--- src/rtl/placement_request_sequencer.sv ---
// Host-side request sequencer for the placement pipeline: request FIFO, credit-gated issue,
// latency-matched tracking and response FIFO. Optional perf counters: SEQ_PERF_CNT_EN.
package placement_request_sequencer_pkg;
    localparam int unsigned DIM_W    = 5;
    localparam int unsigned XY_W     = 8;
    localparam int unsigned STRIKE_W = 4;

    typedef struct packed {
        logic [DIM_W-1:0] width;
        logic [DIM_W-1:0] height;
    } req_t;

    typedef struct packed {
        logic [XY_W-1:0]     x;
        logic [XY_W-1:0]     y;
        logic [STRIKE_W-1:0] strike;
        req_t                req;
    } rsp_t;
endpackage

module placement_request_sequencer
    import placement_request_sequencer_pkg::*;
#(
    parameter int unsigned PLACER_LATENCY = 8,
    parameter int unsigned REQ_DEPTH      = 8,
    parameter int unsigned RSP_DEPTH      = 8
) (
    input  logic                clk_i,
    input  logic                rst_i,
    input  logic                req_valid_i,
    output logic                req_ready_o,
    input  logic [DIM_W-1:0]    req_width_i,
    input  logic [DIM_W-1:0]    req_height_i,
    output logic [DIM_W-1:0]    placer_width_o,
    output logic [DIM_W-1:0]    placer_height_o,
    input  logic [XY_W-1:0]     placer_x_i,
    input  logic [XY_W-1:0]     placer_y_i,
    input  logic [STRIKE_W-1:0] placer_strike_i,
    output logic                rsp_valid_o,
    input  logic                rsp_ready_i,
    output logic [XY_W-1:0]     rsp_x_o,
    output logic [XY_W-1:0]     rsp_y_o,
    output logic [STRIKE_W-1:0] rsp_strike_o,
    output logic [DIM_W-1:0]    rsp_width_o,
    output logic [DIM_W-1:0]    rsp_height_o,
    output logic                busy_o,
    output logic [15:0]         perf_issued_o,
    output logic [15:0]         perf_stall_o
);
    // One stage for the issue register plus PLACER_LATENCY stages inside the placer.
    localparam int unsigned SR_LEN = PLACER_LATENCY + 1;
    localparam int unsigned REQ_AW = $clog2(REQ_DEPTH);
    localparam int unsigned RSP_AW = $clog2(RSP_DEPTH);
    localparam int unsigned INF_W  = $clog2(SR_LEN + 1);
    localparam int unsigned CNT_W  = $clog2(RSP_DEPTH + SR_LEN + 1) + 1;

    req_t              req_mem [REQ_DEPTH];
    logic [REQ_AW:0]   req_wr_q;
    logic [REQ_AW:0]   req_rd_q;
    rsp_t              rsp_mem [RSP_DEPTH];
    logic [RSP_AW:0]   rsp_wr_q;
    logic [RSP_AW:0]   rsp_rd_q;
    logic [SR_LEN-1:0] sr_q;
    req_t              echo_q [SR_LEN];

    logic            req_empty;
    logic            req_full;
    logic            req_push;
    logic            issue;
    logic            has_credit;
    logic            capture;
    logic            rsp_empty;
    logic            rsp_pop;
    logic [RSP_AW:0] rsp_count;
    logic [INF_W-1:0] inflight;
    rsp_t            rsp_head;

    assign req_empty = (req_wr_q == req_rd_q);
    assign req_full  = (req_wr_q[REQ_AW] != req_rd_q[REQ_AW]) &&
                       (req_wr_q[REQ_AW-1:0] == req_rd_q[REQ_AW-1:0]);
    assign req_push  = req_valid_i && !req_full;

    // Credits reserve a response slot for every request still travelling through the placer.
    assign rsp_count  = rsp_wr_q - rsp_rd_q;
    assign inflight   = INF_W'($countones(sr_q));
    assign has_credit = (CNT_W'(rsp_count) + CNT_W'(inflight)) < CNT_W'(RSP_DEPTH);
    assign issue      = !req_empty && has_credit;

    assign capture   = sr_q[SR_LEN-1];
    assign rsp_empty = (rsp_wr_q == rsp_rd_q);
    assign rsp_pop   = !rsp_empty && rsp_ready_i;

    always_ff @(posedge clk_i) begin
        if (req_push) req_mem[req_wr_q[REQ_AW-1:0]] <= '{width: req_width_i, height: req_height_i};
    end

    always_ff @(posedge clk_i) begin
        if (capture) rsp_mem[rsp_wr_q[RSP_AW-1:0]] <= '{x: placer_x_i, y: placer_y_i,
                                                        strike: placer_strike_i,
                                                        req: echo_q[SR_LEN-1]};
    end

    // Pointers, in-flight tracking and the issue register (echo_q[0] feeds the placer).
    always_ff @(posedge clk_i or posedge rst_i) begin
        if (rst_i) begin
            req_wr_q <= '0;
            req_rd_q <= '0;
            rsp_wr_q <= '0;
            rsp_rd_q <= '0;
            sr_q     <= '0;
            for (int i = 0; i < int'(SR_LEN); i++) echo_q[i] <= '0;
        end else begin
            if (req_push) req_wr_q <= req_wr_q + (REQ_AW+1)'(1);
            if (issue)    req_rd_q <= req_rd_q + (REQ_AW+1)'(1);
            if (capture)  rsp_wr_q <= rsp_wr_q + (RSP_AW+1)'(1);
            if (rsp_pop)  rsp_rd_q <= rsp_rd_q + (RSP_AW+1)'(1);
            sr_q      <= {sr_q[SR_LEN-2:0], issue};
            echo_q[0] <= issue ? req_mem[req_rd_q[REQ_AW-1:0]] : '0;
            for (int i = 1; i < int'(SR_LEN); i++) echo_q[i] <= echo_q[i-1];
        end
    end

    assign rsp_head = rsp_empty ? '0 : rsp_mem[rsp_rd_q[RSP_AW-1:0]];

    assign req_ready_o     = !req_full;
    assign placer_width_o  = echo_q[0].width;
    assign placer_height_o = echo_q[0].height;
    assign rsp_valid_o     = !rsp_empty;
    assign rsp_x_o         = rsp_head.x;
    assign rsp_y_o         = rsp_head.y;
    assign rsp_strike_o    = rsp_head.strike;
    assign rsp_width_o     = rsp_head.req.width;
    assign rsp_height_o    = rsp_head.req.height;
    assign busy_o          = !req_empty || (|sr_q) || !rsp_empty;

`ifdef SEQ_PERF_CNT_EN
    logic [15:0] perf_issued_q;
    logic [15:0] perf_stall_q;

    // Saturating counters of issues and of credit-starved cycles.
    always_ff @(posedge clk_i or posedge rst_i) begin
        if (rst_i) begin
            perf_issued_q <= '0;
            perf_stall_q  <= '0;
        end else begin
            if (issue && (perf_issued_q != 16'hFFFF))
                perf_issued_q <= perf_issued_q + 16'd1;
            if (!req_empty && !has_credit && (perf_stall_q != 16'hFFFF))
                perf_stall_q <= perf_stall_q + 16'd1;
        end
    end

    assign perf_issued_o = perf_issued_q;
    assign perf_stall_o  = perf_stall_q;
`else
    assign perf_issued_o = 16'h0000;
    assign perf_stall_o  = 16'h0000;
`endif

endmodule

--- config.mk ---
export PLATFORM = sky130hd
export DESIGN_NAME = placement_request_sequencer
export DESIGN_NICKNAME = d
export VERILOG_FILES = /design/src/rtl/placement_request_sequencer.sv
export SDC_FILE = /design/constraint.sdc
export NUM_CORES = 1
export LEC_CHECK = 0
export CORE_MARGIN = 8
export CORE_UTILIZATION = 42
export DETAILED_ROUTE_END_ITERATION = 16
export SLEW_MARGIN = 20
export SYNTH_ARGS = -nofsm -noshare
export SYNTH_HDL_FRONTEND = slang
export SYNTH_SLANG_ARGS = --single-unit
--- constraint.sdc ---
create_clock -name clk_i -period 3.4 [get_ports clk_i]
set_input_delay 0.34 -clock clk_i [delete_from_list [all_inputs] [get_ports clk_i]]
set_output_delay 0.34 -clock clk_i [all_outputs]
set_load 0.05 [all_outputs]
# Yosys cells after proc, flatten, opt, wreduce, memory -nomap -nowiden

Memory sizes are Yosys's and may differ from the RTL's.
Cells that the tools add are included.

Register bits: 115
RAM bits: 320
Input port bits: 34
Logic and storage cells: 60
Memories: 2
Output and inout bits: 75

Memories:

| name    | words | bits a word | rd ports | clocked after Yosys merged registers in | write ports | RTL line | source |
|---|---|---|---|---|---|---|---|
| rsp_mem | 8     | 30          | 1        | 0                                       | 1           | 60       | `rsp_t rsp_mem [RSP_DEPTH];` |
| req_mem | 8     | 10          | 1        | 0                                       | 1           | 57       | `req_t req_mem [REQ_DEPTH];` |

Multiplexer cells: 6
Add/subtract/negate cells: 14
Magnitude comparators: 1
Eq/ne operators: 4
Reduce and logical (&&, ||, !) cells: 10

Operators with widths:

| operator              | number |
|---|---|
| $mux W30              | 1 |
| $add A4 B1 Y4 const B | 4 |
| $mux W10              | 1 |
| $reduce_or A9 Y1      | 1 |
| $add A1 B1 Y2         | 4 |
| $eq A4 B4 Y1          | 2 |
| $add A2 B2 Y3         | 2 |
| $add A4 B4 Y5         | 1 |
| $lt A5 B4 Y1 const B  | 1 |
| $add A3 B3 Y4         | 1 |
| $add A4 B1 Y4         | 1 |
| $logic_and A1 B1 Y1   | 4 |
| $mux W1               | 4 |
| $sub A4 B4 Y4         | 1 |
| $eq A3 B3 Y1          | 1 |
| $logic_not A1 Y1      | 3 |
| $logic_or A1 B1 Y1    | 2 |
| $ne A1 B1 Y1          | 1 |

# Longest topological paths before layout

Gate-level depths: netlist (run 1).

Depth after elaboration: 8
Mapped depth: 14
Depth with buffers taken out: 13

# Worst setup path after synthesis (run 1)

No wires, ideal clock.

Path type: flip-flop to flip-flop
Start: register rsp_wr_q[0]
End: register req_rd_q[1]
Path buffers: 0
Stages on the path, launching flop included: 12
Clock period less this slack: 3.325 ns
Slack: 0.075 ns
Arrival time: 3.197 ns
Library setup time: 0.127 ns
Cell sequence: dfrtp_1 -> inv_1 -> ha_1 -> fa_1 -> fa_1 -> fa_1 -> inv_1 -> ha_1 -> and3b_1 -> o21ai_1 -> nand3_2 -> mux2_1

Cells in the longest elaborated chain, start to end: 4

Ends and longest elaborated chain:

| item                   | RTL line | source |
|---|---|---|
| from (decl)            | 61       | `logic [RSP_AW:0] rsp_wr_q;` |
| from (signal assigned) | 115      | `if (capture) rsp_wr_q <= rsp_wr_q + (RSP_AW+1)'(1);` |
| $sub A4 B4 Y4          | 84       | `assign rsp_count = rsp_wr_q - rsp_rd_q;` |
| $add A4 B4 Y5          | 86       | `assign has_credit = (CNT_W'(rsp_count) + CNT_W'(inflight)) < CNT_W'(RSP_DEPTH);` |
| $lt A5 B4 Y1           | 86       |  |
| $logic_and A1 B1 Y1    | 87       | `assign issue = !req_empty && has_credit;` |
| to (signal assigned)   | 114      | `if (issue) req_rd_q <= req_rd_q + (REQ_AW+1)'(1);` |
| to (decl)              | 59       | `logic [REQ_AW:0] req_rd_q;` |

Every way passes these cells.
A chain may end at the register's enable or synchronous reset.

# Worst setup path in the final report (run 1)

Start: register rsp_rd_q[0]
End: register req_rd_q[1]

Cells in the longest elaborated chain, start to end: 4

Ends and longest elaborated chain:

| item                   | RTL line | source |
|---|---|---|
| from (decl)            | 62       | `logic [RSP_AW:0] rsp_rd_q;` |
| from (signal assigned) | 116      | `if (rsp_pop) rsp_rd_q <= rsp_rd_q + (RSP_AW+1)'(1);` |
| $sub A4 B4 Y4          | 84       |  |
| $add A4 B4 Y5          | 86       |  |
| $lt A5 B4 Y1           | 86       |  |
| $logic_and A1 B1 Y1    | 87       |  |

Every way passes these cells.

==> metrics.md, run 1 <==
| Metric | Value |
|---|---|
| Placed wire-length estimate | 15.8 mm |
| Peak VDD IR | 0.663 mV |
| Vias in the first global route | 7798 |
| Main combinational cell family by area after synthesis | multiplexers |
| Worst r2r dst | req_rd_q[1] |
| Leakage | around 6.9 nW |
| Synth Area in Compound Gates | around 1.0% |
| Final Total Pwr | around 0.019 W |
| Mapped Cells | 814 |
| Ant. Diodes | 0 |
| Slew at the pin closest to its max-slew limit | around 950 ps |
| Pre-CTS setup slack | -31.5 ps |
| Die width | 212 um |
| Max Buffers Root-to-Sink | 3 |
| Highest metal used | met4 |
| Initial antenna violation count | 0 |
| Final Util | 49.3% |
| Worst-path clk slew | roughly 60 ps |
| Ports | 109 |
| Gr ovfl total | 0 |
| Final Hold Viols | 0 |
| CTS HTree Levels | 2 |
| Fin Clk Skew | around 22 ps |
| Drt first-iter violations | between 400 and 500 |
| Met1 wire length | 12.6 mm |
| Mux contribution to synthesized area | 12.0% |
| DRT antenna net count | 0 |
| Die footprint | approximately 45000 um^2 |
| WL per Instance | 19.6 um |
| Worst hold path class | in2async |
| Synth Area in XOR/XNOR | 1.12% |
| FF-to-FF path depth | 10 |
| Worst path buffer plus inverter count | 1 |
| Fmax | 309 MHz |
| Simple-Gate Fraction of Synth Area | 3.22% |
| Register area share after synthesis | 77.0% |
| Post-Synth Adder-Cell Area | 1.74% |
| Post-CTS Setup Bufs | 0 |
| WP data arrival | around 3700 ps |
| Site row count | 72 |
| Placed insts | 1392 |
| CTS Sinks | 435 |
| Synth warnings | 0 |
| WHS | 248 ps |
| Gr usage total | 13.1% |
| Critical path cell sequence | ha_4 -> fa_1 -> fa_2 -> fa_1 -> inv_1 -> ha_1 -> and3b_1 -> o21ai_2 -> nand3_2 -> mux2_1 |
| Root buf cell | clkbuf_16 |
| Routed wire length on met2 | 14.4 mm |
| Largest net degree at the start of global routing | between 60 and 70 |
| DR vias | between 7000 and 8000 |
| Slowest cell on the critical path | fa_1 |
| CTS Buf Count | 44 |
| Max_slew headroom | 36.8% |
| # DRC | 0 |
| Synth Area per Inst | 19.9 um^2 |
| CTS tree | built |
| Post-synth EDFFs | 320 |
| Commonest non-fill, non-tap cell in the layout | edfxtp_1 |
| Final cell count without fillers | between 1000 and 1500 |
| Core area | 38400 um^2 |
| Worst setup EP type | flip-flop |
| Gp weighted congestion | a little under 0.7 |
| Top delay family on crit path | adder cells |
| Synthesized cell area | 16200 um^2 |
| Number of synthesized register bits | 435 |
| Yosys cell types | 39 |
| Crit share post-route | about 95% |
| Final setup fails | 0 |
| Final wirelength | approximately 29 mm |
| CP max stage delay | 500 ps |
| Die Y | 212 um |
| Type of the worst setup path | reg2reg |
| Starting density of the core | 42.2% |
| # nets final | 973 |
| PD cells | ~1000 nW/um^2 |
| CP dominant cell by count | fa_1 |
| Worst-Skew Late Latency | roughly 550 ps |
| First-pass GRT wire length | 45.5 mm |
| R2r setup slk | around 160 ps |
| Port Buffers | 76 |
| Max-Cap Viols | 0 |
| Pins over their slew limit | 0 |
| CP startpoint kind | flip-flop |
| Share of cells above drive strength 1 | 24.8% |
| Most frequent cells in the layout | edfxtp_1 (320), dfrtp_1 (113), mux4_2 (80) |
| Data required, critical path | ~3800 ps |
| FFs w/ async S/R, synth | 26.4% |
| PnR worst setup slack | 161 ps |
| Minimum clock period | ~3200 ps |
| Status | finished clean |
| Top_reg_cell synth | edfxtp_1 |
| Crit-path max FO | 2 |
| Worst r2r src | rsp_rd_q[0] |
| Unrepaired setup endpoints after global routing | false |
| Layout area overhead | 16.7% |
| Wire length on met3 | roughly 1.4 mm |
| DRT Pass-1 Iters | 4 |
| Filler cells | 3227 |
| DR vias/cell | 4.88 |
-- flip-flops by register name, summed over array words and instances, names as in the netlist --
name	count
echo_q	80
placer_height_o	5
placer_width_o	5
req_mem	80
req_rd_q	4
req_wr_q	4
rsp_mem	240
rsp_rd_q	4
rsp_wr_q	4
sr_q	9
-- layout make-up --
class	instances	area, um^2	share of cell area (%)
tap	518	648	3.43
inverter	21	83.8	0.443
clock inverter	12	101	0.536
clock buffer	70	1370	7.25
multi-input combinational	313	3300	17.4
sequential	435	12500	66.0
timing repair buffer	105	927	4.90
-- per-layer routing --
layer  global-route usage (%)  vias to the layer above
li1                         -                     3240
met1                     17.5                     3784
met2                     21.6                      132
met3                     2.89                       39
met4                     3.69                        0
met5                        0                        -
-- cells by family (layout without fill, tap and decap cells) --
group           after synthesis  after routing
other cells                   1             32
mux                          94             94
buf+inv                      97            208
xor+xnor                     19             19
flops                       435            435
simple gates                116            116
compound gates               33             33
fa+ha+maj                    19             19
-- where the power goes --
group          switching [W]  internal (W)  total [W]
logic                0.00452       0.00278    0.00730
clock network        0.00191       0.00286    0.00477
registers           0.000406       0.00686    0.00726
total                0.00684        0.0125     0.0193
-- timing repair --
| item | in CTS | in global routing |
|---|---|---|
| pin swaps | 0 | 3 |
| gates resized for setup | 3 | 5 |
| cloned | 0 | 0 |
| hold buffers | 0 | 0 |
| setup endpoints to repair | 21 | 22 |
-- worst max-delay path by stage --
stage                startpoint     endpoint  cells past startpoint
finish              rsp_rd_q[0]  req_rd_q[1]                     10
global route        rsp_rd_q[0]  req_rd_q[1]                     10
CTS                 rsp_rd_q[0]  req_rd_q[0]                     11
detailed placement  rsp_rd_q[0]  req_rd_q[0]                     11
global placement    rsp_rd_q[0]  req_rd_q[0]                     11
floorplan                 rst_i    echo_q[0]                      1
-- metrics by stage --
step | area (um^2) | setup TNS [ps]
6_report | 18900 | 0
5_1_grt | 18900 | 0
4_1_cts | 18900 | 0
3_5_place_dp | 17400 | -36.2
3_3_place_gp | 17400 | 0
2_1_floorplan | 16300 | 0
-- cells in the mapped netlist (10+ instances only) --
cell	n	area share (%)
nand2_1	67	1.6
mux4_2	80	11
inv_1	16	0.37
buf_4	44	2.0
dfrtp_1	115	18
mux2i_1	10	0.62
clkbuf_1	11	0.25
nor2_1	21	0.49
a21oi_1	31	0.96
buf_2	12	0.37
ha_1	13	1.0
edfxtp_1	320	59
xnor2_1	13	0.70
(Power assumes the default switching activity.)
==> run 2, diff against run 1 <==
- GPL_TIMING_DRIVEN: unset -> 0
==> metrics.md, run 2 (synthesis gave the netlist of run 1 again) <==
| Metric | Value |
|---|---|
| Status | finished clean |
| Leakage | 7.29 nW |
| Port Buffers | 76 |
| DR vias | ~7400 |
| Ports | 109 |
| Fmax | 308 MHz |
| Share of cells above drive strength 1 | 29.6% |
| CTS Hold Buffers Added | 0 |
| Starting density of the core | 42.2% |
| Final Util | 51.0% |
| # nets final | roughly 1000 |
| # DRC | 0 |
| WP data arrival | 2900 ps |
| Crit-path max FO | 10 |
| Root buf cell | clkbuf_16 |
| PD cells | 1010 nW/um^2 |
| Most frequent cells in the layout | edfxtp_1 (320), dfrtp_1 (114), mux4_2 (80) |
| CP startpoint kind | flip-flop |
| Pins over their slew limit | 0 |
| DRT antenna net count | 0 |
| Data required, critical path | 3060 ps |
| Register Area | 12500 um^2 |
| Type of the worst setup path | reg2out |
| Worst path buffer plus inverter count | 5 |
| Die footprint | 45100 um^2 |
| Multi-input logic area | between 3000 and 4000 um^2 |
| Gp weighted congestion | roughly 0.72 |
| Minimum clock period | 3240 ps |
| CP max stage delay | 450 ps |
| Worst-Skew Late Latency | ~560 ps |
| Final setup fails | 0 |
| Gr usage total | 13.9% |
| Initial antenna violation count | 0 |
| Largest register FFs | 240 |
| Top delay family on crit path | buffers and inverters |
| CTS tree | built |
| WL per Instance | about 20 um |
| Filler cells | 3197 |
| DRT Pass-1 Iters | 5 |
| Die width | between 200 and 250 um |
| CTS Sinks | 435 |
| Vias in the first global route | 7959 |
| Site row count | 72 |
| Fin Clk Skew | 20.2 ps |
| Die Y | 212 um |
| Commonest non-fill, non-tap cell in the layout | edfxtp_1 |
| WHS | approximately 140 ps |
| DR vias/cell | 4.82 |
| Max_slew headroom | roughly 27% |
| Crit share post-route | 95.4% |
| Final Total Pwr | 0.0198 W |
| Drt first-iter violations | 485 |
| CTS Buf Count | 45 |
| Placed wire-length estimate | 19.4 mm |
| Max Buffers Root-to-Sink | 3 |
| Max-Cap Viols | 0 |
| Post-route cell area | 19600 um^2 |
| First-pass GRT wire length | 47.3 mm |
| Slowest cell on the critical path | dfrtp_2 |
| Layout area overhead | 20.8% |
| Placed cell areas | between 15000 and 20000 um^2 |
| Final Hold Viols | 0 |
| Setup TNS | 0 ps |
| Slew at the pin closest to its max-slew limit | around 1100 ps |
| Peak VDD IR | 0.618 mV |
| Critical path cell sequence | inv_2 -> clkbuf_2 -> ha_1 -> and4_1 -> buf_6 -> clkbuf_2 -> a21oi_2 -> buf_2 |
| Worst-path clk slew | 60 ps |
| CTS HTree Levels | 2 |
| CP dominant cell by count | clkbuf_2 |
| Largest net degree at the start of global routing | 81 |
| Gr ovfl total | 0 |
| Worst setup EP type | output port |
| Worst hold path class | in2async |
| Final wirelength | between 30 and 40 mm |
| Core area | 38400 um^2 |
| Unrepaired setup endpoints after global routing | false |
[run 2: layout make-up]
type	count	share of cell area (%)
Multi-Input combinational cell	313	17.0
Clock buffer	67	6.76
Timing Repair Buffer	96	4.90
Tap cell	518	3.31
Buffer	75	2.87
Sequential cell	435	63.8
Inverter	21	0.441
Clock inverter	17	0.901
Antenna cell	1	0.0128
[run 2: path summary, 6_finish.rpt]
path                       depth (start not counted)  slack, ps                 end        start
hold reg to reg                                    0        340          echo_q[52]   echo_q[62]
setup reg to reg                                  10        170         req_rd_q[1]  rsp_rd_q[0]
min in group clk_i                                 0        340          echo_q[52]   echo_q[62]
setup / recovery                                   8        160     rsp_height_o[0]  rsp_rd_q[2]
max in group asynchronous                          3       2550         rsp_rd_q[2]        rst_i
hold / removal                                     2        140  placer_height_o[4]        rst_i
[run 2: repair_timing]
| item | CTS | global route |
|---|---|---|
| endpoints found under the setup margin | 46 | 17 |
| hold endpoints to repair | 0 | 0 |
| pin swaps | 0 | 2 |
| resized for setup | 169 | 11 |
| setup buffers | 2 | 0 |
[run 2: per-layer routing]
layer,vias up,track usage (%),wire [um]
li1,3389,-,-
met1,3849,18.2,13400
met2,152,23.1,15200
met3,47,3.24,1460
met4,0,4.16,545
met5,-,0,0
[run 2: stage by stage]
| stage | instances | worst slack, ps |
|---|---|---|
| 6_report | 1543 | 156 |
| 5_1_grt | 1542 | 17.2 |
| 4_1_cts | 1542 | 26.4 |
| 3_5_place_dp | 1457 | -477 |
| 3_3_place_gp | 1439 | -1870 |
| 2_1_floorplan | 845 | 15.9 |
[run 2: report_power, final]
part	leakage, nW	internal (W)	switching, W	total [W]
Combinational	2.15	0.00298	0.00470	0.00768
Clock	0.732	0.00294	0.00196	0.00490
Sequential	4.41	0.00685	0.000416	0.00727
==> run 3, diff against run 2 <==
- CORE_MARGIN: 8 -> 5
==> metrics.md, run 3 (synthesis gave the netlist of run 1 again) <==
| Metric | Value |
|---|---|
| Slew at the pin closest to its max-slew limit | 1030 ps |
| Most frequent cells in the layout | edfxtp_1 (320), dfrtp_1 (114), mux4_2 (80) |
| Max-Cap Viols | 0 |
| Starting density of the core | 42.2% |
| Pins over their slew limit | 0 |
| First-pass GRT wire length | between 40 and 50 mm |
| Max Buffers Root-to-Sink | 3 |
| Drt first-iter violations | 484 |
| Final setup fails | 0 |
| Commonest non-fill, non-tap cell in the layout | edfxtp_1 |
| CTS Buf Count | 44 |
| CTS Hold Buffers Added | 0 |
| DRT antenna net count | 0 |
| Data required, critical path | 3840 ps |
| Type of the worst setup path | reg2reg |
| Met2 GRT Util | 23.5% |
| Crit-path max FO | 3 |
| Pre-CTS setup slack | -408 ps |
| Die footprint | between 40000 and 50000 um^2 |
| Initial antenna violation count | 0 |
| Minimum clock period | about 3300 ps |
| Crit share post-route | 96.4% |
| Placed wire-length estimate | 18.9 mm |
| Filler cells | 3169 |
| CTS Sinks | between 400 and 500 |
| CP startpoint kind | flip-flop |
| Status | finished clean |
| Fin Clk Skew | 6.78 ps |
| DRT Pass-1 Iters | 5 |
| # nets final | roughly 1000 |
| Largest net degree at the start of global routing | 75 |
| Vias in the first global route | 7861 |
| GR peak layer | met2 |
| Register Area | 12500 um^2 |
| GRT met3 Usage | under 10% |
| Port Buffers | 76 |
| Max_slew headroom | 30.8% |
| CTS HTree Levels | 2 |
| Post-route cell area | around 20000 um^2 |
| NetSw | 0.00703 W |
| Combinational group share of total power | 39.2% |
| Final Util | around 50% |
| Placed cell areas | 18200 um^2 |
| Multi-input logic area | 3320 um^2 |
| Final Hold Viols | 0 |
| Gr ovfl total | 0 |
| WL per Instance | 19.5 um |
| Final wirelength | 30.1 mm |
| # DRC | 0 |
| Gr usage total | 14.6% |
| PnR worst setup slack | 121 ps |
| DR vias/cell | 4.87 |
| Final cell count without fillers | between 1500 and 2000 |
| PD cells | 1000 nW/um^2 |
| Gp weighted congestion | between 0.7 and 0.8 |
| Pint | 0.0126 W |
| Leakage | 7.26 nW |
| Die width | 206 um |
| Die Y | about 210 um |
| CTS tree | built |
| GR Util met1 | 20.2% |
| Ant. Diodes | 0 |
| Worst-Skew Late Latency | 560 ps |
| Root buf cell | clkbuf_16 |
| Switch share | 35.8% |
| Site row count | 72 |
| Worst hold path class | in2async |
| Ports | 109 |
| Worst setup EP type | flip-flop |
| Fmax | 305 MHz |
| Flop pwr share | 37.0% |
| Peak VDD IR | 0.603 mV |
| Worst-path clk slew | 60 ps |
| DR vias | 7507 |
| Core area | 38400 um^2 |
| Largest register FFs | 240 |
| Clock Power Share | around a quarter |
| Layout area overhead | 20.9% |
| Placed insts | 1459 |
| WP data arrival | 3720 ps |
| Share of cells above drive strength 1 | 29.1% |
## run 3: final timing paths
| check | start | end | slack [ps] | cells past startpoint |
|---|---|---|---|---|
| hold / removal | rst_i | placer_width_o[3] | 160 | 2 |
| min in group clk_i | echo_q[26] | echo_q[16] | 340 | 0 |
| max in group asynchronous | rst_i | rsp_rd_q[2] | 2560 | 3 |
| setup / recovery | rsp_rd_q[0] | req_rd_q[1] | 120 | 10 |
| setup reg to reg | rsp_rd_q[0] | req_rd_q[1] | 120 | 10 |
| hold reg to reg | echo_q[26] | echo_q[16] | 340 | 0 |
## run 3: repair_timing
item / in CTS / in global routing
endpoints found under the setup margin: 46 / 43
gates cloned: 0 / 0
pin swaps: 1 / 2
setup buffers: 2 / 1
resized for setup: 128 / 17
## run 3: worst max-delay path, cell delays in order (launching register included)
cell,delay [ps]
dfrtp_1,420
ha_4,290
fa_1,430
fa_2,380
fa_1,510
inv_1,50
ha_1,260
and3b_1,170
o21ai_2,190
nand3_2,130
mux2_4,320
## run 3: final cells by class
cell class,instances,share of cell area [%]
inverter,21,0.441
buffer,74,2.82
clock inverter,25,1.05
timing repair buffer,99,5.55
clock buffer,57,6.14
sequential,435,63.7
tap,518,3.31
multi-input combinational,313,17.0
## run 3: routing by layer
| layer | up-vias | wire, um |
|---|---|---|
| li1 | 3386 | - |
| met1 | 3889 | 12700 |
| met2 | 186 | 15000 |
| met3 | 46 | 1780 |
| met4 | 0 | 630 |
| met5 | - | 0 |
## run 3: power groups by stage
| stage | registers, W | logic (W) | clock network, W |
|---|---|---|---|
| CTS | 0.00728 | 0.00777 | 0.00481 |
| global route | 0.00737 | 0.00838 | 0.00503 |
| finish | 0.00726 | 0.00769 | 0.00467 |
| floorplan | 0.00724 | 0.00542 | 0 |
| detailed placement | 0.00737 | 0.00777 | 0 |
| global placement | 0.00737 | 0.00753 | 0 |
## run 3: stage by stage
stage | hold slack [ps] | setup TNS [ps] | power [W]
after global placement | 331 | -406490 | 0.0149
after global routing | 158 | -4.71 | 0.0208
after CTS | 139 | 0 | 0.0198
after detailed placement | 335 | -10160 | 0.0151
final | 155 | 0 | 0.0196
after floorplan | 331 | 0 | 0.0127
==> patch: new RTL, settings of run 2 <==
Set the package constant `STRIKE_W` to 3 (it was 4).
--- a/src/rtl/placement_request_sequencer.sv
+++ b/src/rtl/placement_request_sequencer.sv
@@ -3,7 +3,7 @@
 package placement_request_sequencer_pkg;
     localparam int unsigned DIM_W    = 5;
     localparam int unsigned XY_W     = 8;
-    localparam int unsigned STRIKE_W = 4;
+    localparam int unsigned STRIKE_W = 3;
 
     typedef struct packed {
         logic [DIM_W-1:0] width;
Interface: changed (resized placer_strike_i and rsp_strike_o); port bits go from 109 to 107. The function was not compared with the original's and may differ.
==> patch against run 2 <==
Routed wire length down 1.4%. Sequential cell count down 8. Sequential share of layout area increased by 0.69 points. Core utilization down 0.22 points. Worst setup slack got worse by 0.021 ns. Largest power group unchanged. Final area down 3.0%. Maximum frequency fell by 0.65%. Power shrank 4.2%. Die area down 2.1%. Area after synthesis down 2.3%.
==> patch: results (changes against run 2) <==
[finish]
drive_gt1_frac = 0.274  ; -0.0215
nFillCells = 3069  ; -4.0%
largest_reg_flops = 232  ; -3.3%
antenna_cells = 0  ; -1
finalNonFillerCells = 1517  ; -1.7%
nets = 1026  ; -1.3%

[routing]
drt_iter0_drc = 522  ; +7.6%
met1_length_um = 12900  ; -3.4%
met2WireLength_um = 15000  ; -1.3%
wl_met3_um = 1580  ; +7.9%
routedWlPerCell_um = 19.9  ; +0.26%
vias_per_cell = 4.84  ; +0.47%
firstDrtPassIters = 6  ; +1

[grt]
grt_first_pass_wirelength_um = 46700  ; -1.3%
grt_pass1_vias = 7863  ; -1.2%
grt_max_degree = 60  ; -26%
antenna_found_initial = 0  ; unchanged
met1_usage = 0.182  ; -0.000306
met2_usage = 0.230  ; -0.00148
grtUsageTotal = 0.138  ; -0.000868
use_met3 = 0.0313  ; -0.00109

[place]
dp_hpwl_um = 18900  ; -2.2%
portBuffers = 74  ; -2.6%
dp_slack_ns = -0.639  ; -0.162 ns
placed_cells = 1437  ; -1.4%
gp_congestion = 0.689  ; -4.3%
place_area_mm2 = 0.0177  ; -2.3%

[setup_path]
r2r-end = req_rd_q[3]
rr_worst_depth = 12  ; +2
cp.arrival_ns = 2.93  ; +0.03 ns
r2r_start = rsp_wr_q[0]
worstSetupEndpoint = rsp_height_o[2]
rrSetupSlack_ns = 0.14  ; -0.03 ns

[timing]
maxSlewHeadroom = 0.276  ; +0.00210
clock_skew_ns = 0.0225  ; +0.00236 ns
hold_slack_ns = 0.216  ; +0.0806 ns
fmax_mhz = 306  ; -0.65%

[power]
switching_share = 0.361  ; +0.00458
leakage_uw = 0.00704  ; -3.5%
powerClk_uw = 4450  ; -9.2%
ir_worst_vdd_mv = 0.561  ; -9.2%
powerSeq_uw = 7150  ; -2%
pwr-share-seq = 0.376  ; +0.010

[clock_tree]
cts_made_buffers = 43  ; -4.4%
ctsResizeCount = 81  ; -52%
cts_setup_buffers = 1  ; -1
clock-root-buffer = clkbuf_16

[logic_synthesis]
synth.distinct_cells = 37  ; -5.1%
async_reset_ff_frac = 0.269  ; +0.00495
yosysSeqAreaShare = 0.773  ; +0.00309
synth_area_leaders = edfxtp_1, dfrtp_1, mux4_2, buf_4, nand2_1
synth_edf_count = 312  ; -2.5%
syn_avg_cell_area_um2 = 19.7  ; -0.98%
yosys-top-cells-count = edfxtp_1, dfrtp_1, mux4_2

[status]
status = complete, no violations

## patch: cell type report
type                       count  area, um2  area share
sequential                   427      12200       0.645
clock buffer                  62       1220      0.0642
inverter                      21       83.8     0.00441
multi-input combinational    308       3250       0.171
buffer                        77        502      0.0264
timing repair buffer          96        943      0.0497
tap                          511        639      0.0337
clock inverter                15        109     0.00573
## patch: critical path: stages, from the launching register on
cell and delay [ns]:
dfrtp_1 0.43, inv_1 0.10, clkbuf_4 0.25, ha_1 0.30, and4_1 0.21, clkbuf_1 0.15
clkbuf_2 0.28, a21oi_1 0.34, clkbuf_4 0.31
## patch: kinds of logic (layout without fill, tap and decap cells)
family / count (synthesis) / in the layout / synth area share
buf+inv: 99 / 271 / 0.0352
fa+ha+maj: 19 / 19 / 0.0179
mux: 92 / 92 / 0.120
flops: 427 / 427 / 0.773
other cells: 1 / 32 / 0.000237
compound gates: 31 / 31 / 0.00996
simple gates: 115 / 115 / 0.0326
xor+xnor: 19 / 19 / 0.0105
